[config.mk]
export PLATFORM = sky130hd
export DESIGN_NAME = io_buf_arb
export DESIGN_NICKNAME = d
export VERILOG_FILES = /design/src/rtl/io_buf_pkg.sv /design/src/rtl/rr_arb2.sv /design/src/rtl/io_buf_arb.sv
export SDC_FILE = /design/constraint.sdc
export NUM_CORES = 1
export LEC_CHECK = 0
export ABC_AREA = 1
export CAP_MARGIN = 25
export CORE_UTILIZATION = 43
export DETAILED_ROUTE_END_ITERATION = 16
export HOLD_SLACK_MARGIN = 0.03
export PLACE_DENSITY = 0.74
export SKIP_CTS_REPAIR_TIMING = 1
export SYNTH_ARGS = -nofsm -noshare
export SYNTH_HDL_FRONTEND = slang
export SYNTH_SLANG_ARGS = --single-unit
[constraint.sdc]
create_clock -name clk -period 1 [get_ports clk]
set_input_delay 0.15 -clock clk [delete_from_list [all_inputs] [get_ports clk]]
set_output_delay 0.15 -clock clk [all_outputs]
set_load 0.02 [all_outputs]
[src/rtl/io_buf_pkg.sv]
// ============================================================================
// Module      : io_buf_pkg
// Description : Shared types, defaults and LED decode for the I/O buffer arbiter.
// Revision    : 1.0 - initial release
// ============================================================================
`default_nettype none

package io_buf_pkg;

    localparam int DATA_W_DFLT = 2;
    localparam int LED_W_DFLT  = 2 ** DATA_W_DFLT;

    typedef enum logic [2:0] {
        ST_IDLE   = 3'd0,
        ST_WRITE  = 3'd1,
        ST_SETTLE = 3'd2,
        ST_READ   = 3'd3,
        ST_DONE   = 3'd4
    } state_t;

    function automatic logic [LED_W_DFLT-1:0] onehot(input logic [DATA_W_DFLT-1:0] v);
        logic [LED_W_DFLT-1:0] r;
        r    = '0;
        r[v] = 1'b1;
        return r;
    endfunction

endpackage

`default_nettype wire

[src/rtl/rr_arb2.sv]
// ============================================================================
// Module      : rr_arb2
// Description : Two-way round-robin pick with a last-served pointer register.
// Revision    : 1.0 - initial release
// ============================================================================
`default_nettype none

module rr_arb2 (
    input  logic       clk,
    input  logic       rst_n,
    input  logic [1:0] req,
    input  logic       upd,
    output logic [1:0] win
);

    // 1 means requester 1 was served last, so requester 0 wins the next tie.
    logic r_last;

    always_comb begin
        win = req;
        if (req == 2'b11) begin
            win = r_last ? 2'b01 : 2'b10;
        end
    end

    always_ff @(posedge clk or negedge rst_n) begin
        if (!rst_n) begin
            r_last <= 1'b1;
        end else if (upd) begin
            r_last <= win[1];
        end
    end

endmodule

`default_nettype wire

[src/rtl/io_buf_arb.sv]
// ============================================================================
// Module      : io_buf_arb
// Description : Grants one of two requesters, writes its word to the buffer,
//               reads it back after a settle cycle and shows it on the LEDs.
// Revision    : 1.0 - initial release
// ============================================================================
`default_nettype none

module io_buf_arb
    import io_buf_pkg::*;
#(
    parameter int DATA_W   = DATA_W_DFLT,
    parameter int HOLD_CYC = 4
) (
    input  logic                 clk,
    input  logic                 rst_n,
    input  logic [1:0]           req,
    input  logic [DATA_W-1:0]    data0,
    input  logic [DATA_W-1:0]    data1,
    output logic [1:0]           gnt,
    output logic                 done,
    output logic                 busy,
    output logic                 buf_wr_en,
    output logic                 buf_rd_en,
    output logic [DATA_W-1:0]    buf_wdata,
    input  logic [DATA_W-1:0]    buf_rdata,
    output logic [DATA_W-1:0]    rd_q,
    output logic [2**DATA_W-1:0] led
);

    localparam int CNT_W = $clog2(HOLD_CYC + 1);

    state_t           state;
    logic [CNT_W-1:0] hold_cnt;
    logic [1:0]       win;
    logic             grant_upd;

    assign grant_upd = (state == ST_IDLE) && (|req);

    rr_arb2 u_arb (
        .clk   (clk),
        .rst_n (rst_n),
        .req   (req),
        .upd   (grant_upd),
        .win   (win)
    );

    always_ff @(posedge clk or negedge rst_n) begin
        if (!rst_n) begin
            state     <= ST_IDLE;
            hold_cnt  <= '0;
            gnt       <= 2'b00;
            done      <= 1'b0;
            busy      <= 1'b0;
            buf_wr_en <= 1'b0;
            buf_rd_en <= 1'b0;
            buf_wdata <= '0;
            rd_q      <= '0;
            led       <= onehot('0);
        end else begin
            unique case (state)
                ST_IDLE: begin
                    if (|req) begin
                        gnt       <= win;
                        buf_wdata <= win[1] ? data1 : data0;
                        buf_wr_en <= 1'b1;
                        busy      <= 1'b1;
                        state     <= ST_WRITE;
                    end
                end
                ST_WRITE: begin
                    buf_wr_en <= 1'b0;
                    state     <= ST_SETTLE;
                end
                ST_SETTLE: begin
                    buf_rd_en <= 1'b1;
                    hold_cnt  <= CNT_W'(HOLD_CYC);
                    state     <= ST_READ;
                end
                ST_READ: begin
                    // Capture on the edge that closes the final read cycle.
                    if (hold_cnt == CNT_W'(1)) begin
                        buf_rd_en <= 1'b0;
                        rd_q      <= buf_rdata;
                        led       <= onehot(buf_rdata);
                        done      <= 1'b1;
                        state     <= ST_DONE;
                    end else begin
                        hold_cnt <= hold_cnt - CNT_W'(1);
                    end
                end
                ST_DONE: begin
                    done  <= 1'b0;
                    gnt   <= 2'b00;
                    busy  <= 1'b0;
                    state <= ST_IDLE;
                end
                default: begin
                    state <= ST_IDLE;
                end
            endcase
        end
    end

endmodule

`default_nettype wire

==> results <==
[Yosys cell counts, drive strengths merged]
cell type   n  area (um2)
nand2      51         199
dfrtp      19         475
inv        15        56.3
nand3      15        75.1
o21ai       7        57.6
nor2        5        28.8
clkinv      2        7.51
dfstp       2        52.6
ha          2        25.0
a21oi       1        5.00
buf         1        11.3
[placed cells by master, fill, tap and decap left out, types with 2 or more instances in the layout]
master,n
nand3_2,4
nand3_1,11
nand2_1,38
nor2_1,2
clkdlybuf4s50_1,9
buf_4,19
inv_1,11
inv_2,5
nand2_2,10
dfrtp_1,18
buf_6,18
dfstp_2,2
nand2_4,3
clkbuf_4,3
o21ai_2,7
nor2_4,3
[layout make-up]
cell class / instances / area (um2) / share of cell area
Inverter: 17 / 66.3 / 0.0411
Timing Repair Buffer: 47 / 455 / 0.282
Sequential cell: 21 / 529 / 0.328
Clock buffer: 4 / 26.3 / 0.0163
Multi-Input combinational cell: 82 / 502 / 0.311
Tap cell: 28 / 35.0 / 0.0217
[registers in the layout, indices dropped and copies added, names as in the netlist]
| signal | flops |
|---|---|
| buf_rd_en | 1 |
| buf_wdata | 2 |
| buf_wr_en | 1 |
| busy | 1 |
| done | 1 |
| gnt | 2 |
| hold_cnt | 3 |
| led | 4 |
| rd_q | 2 |
| state | 3 |
| u_arb.r_last | 1 |
[cells by family (layout without fill, tap and decap cells)]
family                   Yosys count  after routing  share of synthesized area
adder cells (fa/ha/maj)            2              2                     0.0252
buffers and inverters             18             68                     0.0756
AO/OA/AOI/OAI                      8              8                     0.0630
flip-flops                        21             21                      0.531
AND/OR/NAND/NOR                   71             72                      0.305
[through the flow]
| step | power, mW | instance area, um2 |
|---|---|---|
| after CTS | 4.21 | 1400 |
| after floorplan | 2.79 | 1010 |
| final | 5.08 | 1610 |
| after global placement | 3.71 | 1370 |
| after detailed placement | 3.80 | 1370 |
| after global routing | 5.43 | 1610 |
[worst max-delay path, delay by kind of cell, from the launching register on]
kind	cells	cell delay [ps]
AND/OR/NAND/NOR	5	530
flip-flops	1	460
buffers and inverters	1	130
[worst paths after layout]
kind,from,to
max reg2reg,state[0]$_DFFE_PN0P_,hold_cnt[2]$_DFFE_PN0P_
min in group clk,buf_rdata[1],led[3]$_DFFE_PN0P_
min reg2reg,led[0]$_DFFE_PN1P_,led[0]$_DFFE_PN1P_
min,rst_n,buf_rd_en$_DFFE_PN0P_
max,state[0]$_DFFE_PN0P_,hold_cnt[2]$_DFFE_PN0P_
max in group asynchronous,rst_n,u_arb.r_last$_DFFE_PN1P_
[power groups by stage]
stage | Sequential [mW] | Clock, mW | Combinational, mW
floorplan | 1.78 | 0 | 1.01
global placement | 1.49 | 0 | 2.22
detailed placement | 1.51 | 0 | 2.29
CTS | 1.50 | 0.414 | 2.30
global route | 1.62 | 0.448 | 3.36
finish | 1.60 | 0.400 | 3.09
[metal layers]
metal / global-route usage / wire (um) / share of wire / vias up
li1: - / - / - / 474
met5: 0 / 0 / 0 / -
met1: 0.227 / 1040 / 0.43 / 443
met4: 0.0810 / 45 / 0.019 / 0
met2: 0.322 / 1230 / 0.51 / 26
met3: 0.0216 / 88 / 0.037 / 6
==> metrics.txt <==
outcome complete, but fails checks; violated checks setup timing; CP arrival 1410 ps; crit path kind reg -> reg; Comb pwr share 0.607; per-cell routed wire length 12.1 um; vias in the first global route 862; Layout fillers 165; total congestion overflow 0; Top Ports 24; synthesized instance count 120; final worst path period need 1210 ps; Final Non-Filler Cells 199; CP max stage cell dfrtp_1; First-pass DRT Iterations 4; largest net degree at the start of global routing 22; Cell Rows 17; library cells used by synthesis 16; CP most frequent cell nand2_1; CTS tree yes; Internal 2.96 mW; part of the cycle the worst path needs 1.21; layout cells sized above 1 0.468; Max-Slew Margin vs Limit 0.831; Crit path largest cell delay 460 ps; total routed wirelength 2410 um; setup slack, reg-to-reg -210 ps; initial core utilization 0.453; sequential element share of the synthesized area 0.531; Total GRT Usage 0.185; WHS 181 ps; core area 2190 um2; first-pass GRT wire length 3500 um; Psw 2.12 mW; initial antenna violation count 0; final setup TNS -2770 ps; cells along the critical path nand2_2 > nor2_4 > buf_4 > nand3_1 > nand2_1 > nand2_1; CP required 1200 ps; Place WS -246 ps; Peak Freq 0.826 GHz; Final HPWL DP 1480 um; Slew Limit Fails 0; post-route ant nets 0; RSZ-0062 raised after global routing yes; Die Ht 50.1 um; DIE AREA 2510 um2; sw frac 0.417; syn nets 132; Lkg Pwr 0.850 nW; Clock Skew 3.28 ps; Clock power frac 0.079; worst-margin pin slew 253 ps; sequential power share 0.314; flops & latches, synth 21; drc violations 0; worst hold path class in -> async; final core occ 0.737; # nets final 184; crit path launch type flop; final worst slack -211 ps; crit end category flop; Synth Warn # 0; Root Buffer Master clkbuf_4; IO Port Bufs 23; routed vias/inst 4.77; netlist area before placement 993 um2; CTS buffer count 3; clk buf depth 2; CTS H-Tree Depth 1; Final Hold Vio Count 0; clock net sink count 21; routability cong. 0.770; Ant. Diodes 0; via count 949; clock slew at reported path FFs 110 ps; Critical Path Fanout Max 4; final setup fails 28; placed insts 183; max-cap violation count 0; worst skew pair latency 290 ps; peak supply drop 2.47 mV; Layout area overhead 62.5%; Worst Reg-to-Reg Cells 6; Die W 50.1 um; Mean Syn Cell Area 8.28 um2; pwr dens 3150 nW/um2; Initial DRC Count 23
(Power assumes the default switching activity.)
